--- config.mk ---
export PLATFORM = sky130hd
export DESIGN_NAME = pwm_multi_chan
export DESIGN_NICKNAME = d
export VERILOG_FILES = /design/src/rtl/pwm_multi_chan.sv
export SDC_FILE = /design/constraint.sdc
export NUM_CORES = 1
export LEC_CHECK = 0
export CAP_MARGIN = 20
export CORE_ASPECT_RATIO = 0.6
export CORE_MARGIN = 10
export CORE_UTILIZATION = 40
export DETAILED_ROUTE_END_ITERATION = 7
export SETUP_SLACK_MARGIN = 0.5
export SYNTH_ARGS = -nofsm -noshare
export SYNTH_HDL_FRONTEND = slang
export SYNTH_SLANG_ARGS = --single-unit
export TNS_END_PERCENT = 100
--- constraint.sdc ---
create_clock -name clk -period 2.5 [get_ports clk]
set_input_delay 0.75 -clock clk [delete_from_list [all_inputs] [get_ports clk]]
set_output_delay 0.75 -clock clk [all_outputs]
set_load 0.01 [all_outputs]
--- src/rtl/pwm_multi_chan.sv ---
// pwm_multi_chan: N-channel PWM generator with a shared prescaler and period
// counter, and double-buffered per-channel duty registers.
// Optional feature macro: PWM_CENTER_ALIGN_EN adds the center_mode input,
// which selects up/down center-aligned counting.

// Per-channel slice: shadow/active duty pair plus registered compare output.
module pwm_multi_chan_lane #(
    parameter int   RES_BITS = 8,
    parameter logic POL      = 1'b0
) (
    input  logic                clk,
    input  logic                rst_n,
    input  logic                en,
    input  logic                period_end,
    input  logic                wr_hit,
    input  logic [RES_BITS-1:0] wr_duty,
    input  logic [RES_BITS-1:0] cmp_val,
    output logic                pwm
);
    logic [RES_BITS-1:0] shadow;
    logic [RES_BITS-1:0] active;

    // Shadow captures every write addressed to this channel
    always_ff @(posedge clk or negedge rst_n) begin
        if (!rst_n)      shadow <= '0;
        else if (wr_hit) shadow <= wr_duty;
    end

    // Active reloads at period end (a same-cycle write bypasses the shadow)
    // and tracks the shadow continuously while disabled
    always_ff @(posedge clk or negedge rst_n) begin
        if (!rst_n)          active <= '0;
        else if (period_end) active <= wr_hit ? wr_duty : shadow;
        else if (!en)        active <= shadow;
    end

    // Registered compare; disabled output parks at the inactive level
    always_ff @(posedge clk or negedge rst_n) begin
        if (!rst_n)   pwm <= POL;
        else if (!en) pwm <= POL;
        else          pwm <= (cmp_val < active) ^ POL;
    end
endmodule

// Top: shared timebase and per-channel lanes.
module pwm_multi_chan #(
    parameter int                NUM_CH   = 4,
    parameter int                RES_BITS = 8,
    parameter int                PRESC_W  = 16,
    parameter logic [NUM_CH-1:0] POL_MASK = '0,
    localparam int               WR_CH_W  = (NUM_CH > 1) ? $clog2(NUM_CH) : 1
) (
    input  logic                clk,
    input  logic                rst_n,
`ifdef PWM_CENTER_ALIGN_EN
    input  logic                center_mode,
`endif
    input  logic                en,
    input  logic [PRESC_W-1:0]  prescale_div,
    input  logic [RES_BITS-1:0] period,
    input  logic                wr_en,
    input  logic [WR_CH_W-1:0]  wr_ch,
    input  logic [RES_BITS-1:0] wr_duty,
    output logic [NUM_CH-1:0]   pwm_out,
    output logic                period_pulse
);
    logic [PRESC_W-1:0]  pre_cnt;
    logic [RES_BITS-1:0] cnt;
    logic [RES_BITS-1:0] period_act;
    logic [RES_BITS-1:0] cmp_val;
    logic                tick;
    logic                period_end;

    assign tick = en && (pre_cnt == prescale_div);

    // Prescaler: 0..prescale_div, held at 0 while disabled
    always_ff @(posedge clk or negedge rst_n) begin
        if (!rst_n)           pre_cnt <= '0;
        else if (!en || tick) pre_cnt <= '0;
        else                  pre_cnt <= pre_cnt + PRESC_W'(1);
    end

`ifdef PWM_CENTER_ALIGN_EN
    logic center_act;
    logic dir_down;

    assign period_end = tick && (center_act ? (dir_down && (cnt == '0))
                                            : (cnt == period_act));
    // Compare against distance from the peak so the pulse is centred on it
    assign cmp_val    = center_act ? (period_act - cnt) : cnt;

    // Mode is only allowed to change on a period boundary or while disabled
    always_ff @(posedge clk or negedge rst_n) begin
        if (!rst_n)                 center_act <= 1'b0;
        else if (!en || period_end) center_act <= center_mode;
    end

    // Up/down counter; each end value is held one extra tick by flipping
    // direction without moving
    always_ff @(posedge clk or negedge rst_n) begin
        if (!rst_n) begin
            cnt      <= '0;
            dir_down <= 1'b0;
        end else if (!en) begin
            cnt      <= '0;
            dir_down <= 1'b0;
        end else if (tick) begin
            if (!center_act) begin
                cnt      <= (cnt == period_act) ? '0 : cnt + RES_BITS'(1);
                dir_down <= 1'b0;
            end else if (!dir_down) begin
                if (cnt == period_act) dir_down <= 1'b1;
                else                   cnt      <= cnt + RES_BITS'(1);
            end else begin
                if (cnt == '0) dir_down <= 1'b0;
                else           cnt      <= cnt - RES_BITS'(1);
            end
        end
    end
`else
    assign period_end = tick && (cnt == period_act);
    assign cmp_val    = cnt;

    // Edge-aligned counter: 0..period_act on ticks
    always_ff @(posedge clk or negedge rst_n) begin
        if (!rst_n)          cnt <= '0;
        else if (!en)        cnt <= '0;
        else if (period_end) cnt <= '0;
        else if (tick)       cnt <= cnt + RES_BITS'(1);
    end
`endif

    // Period terminal value only changes on a boundary or while disabled
    always_ff @(posedge clk or negedge rst_n) begin
        if (!rst_n)                 period_act <= '0;
        else if (!en || period_end) period_act <= period;
    end

    // One-clock pulse marking each period end
    always_ff @(posedge clk or negedge rst_n) begin
        if (!rst_n) period_pulse <= 1'b0;
        else        period_pulse <= period_end;
    end

    for (genvar g = 0; g < NUM_CH; g++) begin : g_lane
        pwm_multi_chan_lane #(
            .RES_BITS (RES_BITS),
            .POL      (POL_MASK[g])
        ) u_lane (
            .clk        (clk),
            .rst_n      (rst_n),
            .en         (en),
            .period_end (period_end),
            .wr_hit     (wr_en && (wr_ch == WR_CH_W'(g))),
            .wr_duty    (wr_duty),
            .cmp_val    (cmp_val),
            .pwm        (pwm_out[g])
        );
    end
endmodule
; ---- Yosys cells after proc, flatten, opt, wreduce, memory -nomap -nowiden
; Index checks and enable logic that the tools add are counted.
[word_totals]
regBits = 101
latch_bits = 0
ramBits = 0
romBits = 0
in_bits = 38
out_inout_bits = 5
word_cells = 59
memories = 0
[op_classes]
n_addsub = 2
n_mul = 0
div_mod_pow = 0
order_cmp = 4
eq_ne = 7
n_shift = 0
muxes = 20
bitwise_logic = 0
reduce_logical = 10
[ops]
columns = op, count
row1 = 8-bit 2-to-1 mux, 15
row2 = 8-bit < comparator, 4
row3 = "16-bit by 1-bit adder with 16-bit output, second input constant", 1
row4 = 16-bit equality test, 1
row5 = 16-bit 2-to-1 mux, 1
row6 = "8-bit by 1-bit adder with 8-bit output, second input constant", 1
row7 = 8-bit equality test, 1
row8 = 1-bit logical AND, 6
row9 = "2-bit equality test, second input constant", 2
row10 = 1-bit 2-to-1 mux, 4
row11 = "3-bit by 1-bit != test with 1-bit output, second input constant", 1
row12 = "2-bit by 1-bit equality test with 1-bit output, second input constant", 1
row13 = 2-bit zero test, 1
row14 = 1-bit logical OR, 2
row15 = "2-bit by 1-bit != test with 1-bit output, second input constant", 1
row16 = 1-bit zero test, 1

; ---- Logic depth before layout (Yosys ltp)
[logic_depth]
ltp_word = 5
mapped_depth = 9
depth_no_buf = 7

; ---- Cells and area by module
; From an unflattened synthesis, not the netlist that was laid out.
[hier_totals]
hier_cells = 471
area_unflattened_um2 = 5385.2
[by_module_without_submodules]
columns = mod, n_inst, cells_each, area_each_um2, seq_area_each_um2
row1 = pwm_multi_chan_lane, 4, 74, 903.4, 425.4
row2 = pwm_multi_chan, 1, 175, 1771.7, 825.8

; ---- Worst setup path before layout
; Ideal clock, no wire load.
[synth_timing]
path_type = input-to-reg
startpoint = input port prescale_div[0]
endpoint = register period_act[4]
setup_ps = 125
arrival_time_ps = 2244
t_required_ps = 2375
path_slack_ps = 131
path_stages = 7
n_path_buf = 1
cell_sequence = xor2_1 nor4_2 nand4_2 nand2b_4 nand2_2 buf_4 mux2_2
[synth_via]
elab_chain_cells = 4
[synth_rtl]
columns = element, line
row1 = "start, declared", 59  ; input logic [PRESC_W-1:0] prescale_div,
row2 = 16-bit equality test, 74  ; assign tick = en && (pre_cnt == prescale_div);
row3 = 1-bit logical AND, 74
row4 = 1-bit logical AND, 121  ; assign period_end = tick && (cnt == period_act);
row5 = 1-bit logical OR, 136  ; else if (!en || period_end) period_act <= period;
row6 = "end signal, assigned", 136
row7 = "end, declared", 69  ; logic [RES_BITS-1:0] period_act;
; Every way passes these cells.
; A chain may end at the register's enable or synchronous reset.

; ---- Worst setup path after layout
[layout_timing]
startpoint = input port prescale_div[4]
endpoint = register g_lane[3].u_lane.active[3]
[layout_via]
elab_chain_cells = 4
elab_cells_between_ends = 5
cone_classes = eq/ne (2) / mux (1) / reduce/logical (2)
[layout_rtl]
columns = element, line
row1 = 16-bit equality test (*), 74
row2 = 1-bit logical AND (*), 74
row3 = 1-bit logical AND (*), 121
row4 = 2-bit by 1-bit != test with 1-bit output (no source line) / 8-bit 2-to-1 mux (equally long branches), --
row5 = "end signal, assigned", 33  ; else if (period_end) active <= wr_hit ? wr_duty : shadow;
row6 = "end signal, assigned", 34  ; else if (!en) active <= shadow;
row7 = "end, declared", 21  ; logic [RES_BITS-1:0] active;
; Every way passes the cells marked *; elsewhere a longest branch is shown, timed or not.

==> run metrics <==
status=finished clean; RSZ-0062 raised after global routing=true; Setup CP Type=in2reg; worst min path class=in2async; CP Buf/Inv Count=6; Gate Count Post-Synth=463; via count=3,748; Highest Clock Rate=466 MHz; number of inserted diodes=0; design area=6630 um^2; clock sinks=101; Max-Cap Viols=0; layout cells sized above 1=0.273; first-pass GRT wire length=21,900 um; critical path required time=2730 ps; antenna-violating nets left=0; dominant synthesized flop cell=dfrtp_1; CP Launch Point=prescale_div[4]; Overflow after GRT=0; Net Count, Synth=531; Final Setup Violations=0; cts bufs inserted=9; Synth cell types=41; First DRT Iteration DRCs=258; Total GRT Usage=0.151; placed inst area=5950 um^2; CP startpoint kind=primary input; VDD IR max=0.308 mV; Clock Skew=7.99 ps; crit end category=flip-flop; max-slew violation count=0; count leader, synth=dfrtp_1; top cells by area, synth=dfrtp_1 49%, mux2_2 8.5%, ha_1 7.3%; syn_area_per_cell=11.2 um^2; die area=18,000 um^2; clock transition at the registers of the reported paths=70 ps; EDFF count, synth=0; PortBufs=42; Die Y-Extent=108 um; Worst path slowest cell=a221o_1; CTS Hold Buffers Added=0; Final TNS setup=0 ps; vias in the first global route=3,948; Max Buffers Root-to-Sink=2; Commonest cells post-synth=101 x dfrtp_1, 43 x nand2_1, 39 x mux2_2; Root Buffer=clkbuf_16; Crit. path cell count=11; final WL=13,400 um; Slew @ Worst Pin=405 ps; Placed Instances=678; normalized max-slew margin=0.726; DIE WIDTH=167 um; Routed WL per cell=18.7 um; Hold Slack=277 ps; clk_lat worst skew=350 ps; Worst EP arrival=2380 ps; vias per cell=5.23; Row Count=32; Largest stage delay, worst path=340 ps; sequential fraction of the synthesis area=0.488; num ports=43; post-route insts no fill=716; Synth area leader=dfrtp_1; Tmin final=2150 ps; drt pass-1 iters=4; crit-path cells=buf_2, xor2_1, nor4_2, buf_4, nand4_4, nand2b_4, clkinv_8, buf_4, buf_6, buf_8, a221o_1; GP Congestion=0.801; htree depth=3; Residual DRC=0; Starting Density=0.405; Crit Path Max Fanout=6; Post-synth ARST share=1.00; area share of the largest cell type after synthesis=0.488; FF+latch count, synth=101; PD cells=622 nW/um^2; worst reg2reg startpoint=pre_cnt[4]; detailed placer's ending HPWL=9260 um; crit-path leading delay family=buffers and inverters; core area=12,800 um^2; layout net count=609; part of the cycle the worst path needs=0.859; Worst path most repeated cell=buf_4; Area growth, synth to finish=28.1%; Static Leak=0.00308 uW; largest net degree at the start of global routing=44; reg2reg path depth=10; YS warnings=0; initial antenna violation count=0; TritonCTS clock tree=yes; Fin. Hold Viols=0; synthesized area=5180 um^2
[path summary, 6_finish.rpt]
check / to / slack, ps
worst max-delay path: g_lane[3].u_lane.active[3] / 350
worst min-delay path: g_lane[2].u_lane.shadow[0] / 280
worst max register to register: g_lane[3].u_lane.active[3] / 400
worst min register to register: g_lane[2].u_lane.active[0] / 500
max in group asynchronous: cmp_val[1] / 1590
min in group clk: g_lane[2].u_lane.active[0] / 500
[registers in the layout (all words and copies together) (netlist names)]
| register | flops |
|---|---|
| g_lane.u_lane.active | 32 |
| cmp_val | 8 |
| pre_cnt | 16 |
| g_lane.u_lane.pwm | 4 |
| period_act | 8 |
| period_pulse | 1 |
| g_lane.u_lane.shadow | 32 |
[metrics by stage]
step	worst slack [ps]	power (uW)	utilization
after floorplan	199	2390	-
after global placement	-241	2620	0.466
after detailed placement	-262	2660	0.466
after CTS	412	4150	0.512
after global routing	283	4360	0.519
final	353	4130	0.519
[logic make-up (layout without fill, tap and decap cells)]
kind of cell               after synthesis  in the layout  share of synthesized area
AOI/OAI and AO/OA                       62             62                     0.0945
xor gates and xnor gates                41             41                     0.0694
adders and majority gates               30             30                     0.0725
buffers and inverters                   52            134                     0.0462
DFF                                    101            101                      0.488
muxes                                   40             40                     0.0870
and+or+nand+nor                        137            138                      0.142
[cells in the final DEF (no fill, tap or decap), types with 4 or more instances in the layout]
cell type | Yosys | final
dfrtp_1 | 101 | 95
nand2_1 | 43 | 42
ha_1 | 30 | 30
inv_1 | 29 | 29
mux2_2 | 39 | 29
buf_4 | 8 | 29
xor2_1 | 29 | 25
nor2_1 | 22 | 22
clkdlybuf4s50_1 | 0 | 17
nor2b_1 | 14 | 14
a221o_1 | 14 | 14
o311ai_1 | 0 | 13
xnor2_1 | 12 | 12
nand3_1 | 14 | 11
mux2_4 | 0 | 11
o21ai_0 | 11 | 11
buf_2 | 4 | 10
buf_6 | 1 | 10
clkbuf_16 | 0 | 9
a21o_1 | 8 | 8
nand4_1 | 7 | 7
buf_12 | 0 | 7
dfrtp_2 | 0 | 6
nor4_2 | 5 | 5
and3_1 | 5 | 5
xor2_2 | 0 | 4
a21oi_1 | 4 | 4
nand2b_1 | 4 | 4
nor4_1 | 5 | 4
or4_1 | 4 | 4
o311ai_0 | 19 | 4
dlygate4sd2_1 | 0 | 4
dlymetal6s2s_1 | 0 | 4
[layout make-up]
| cell class | instances | area [um^2] |
|---|---|---|
| Clock inverter | 6 | 68.8 |
| Clock buffer | 10 | 239 |
| Multi-Input combinational cell | 311 | 2580 |
| Sequential cell | 101 | 2530 |
| Tap cell | 170 | 213 |
| Fill cell | 1107 | 6140 |
| Timing Repair Buffer | 88 | 871 |
| Inverter | 30 | 125 |
[metal layers]
| layer | up-vias | track usage | wire (um) |
|---|---|---|---|
| li1 | 1801 | - | - |
| met5 | - | 0 | 0 |
| met1 | 1859 | 0.224 | 6840 |
| met2 | 79 | 0.221 | 5790 |
| met3 | 9 | 0.0326 | 686 |
| met4 | 0 | 0.0306 | 71 |
[power by group]
group | switching [uW] | internal, uW
Combinational | 341 | 373
Sequential | 109 | 1850
Clock | 641 | 811
Total | 1090 | 3030
[worst reg2reg max path, cell delays in order (launching register included)]
cell,delay [ps]
dfrtp_2,450
xor2_1,200
nor4_2,70
buf_4,150
nand4_4,90
nand2b_4,220
clkinv_8,90
buf_4,140
buf_6,100
buf_8,120
a221o_1,340
[timing repair]
action | 4_1_cts | 5_1_grt
setup endpoints to repair | 69 | 67
pin swaps | 17 | 13
gates cloned | 3 | 0
buffers inserted | 14 | 5
resized for setup | 105 | 24
endpoints found under the hold margin | 0 | 0
Note: power is estimated with default switching activity, not from simulation.
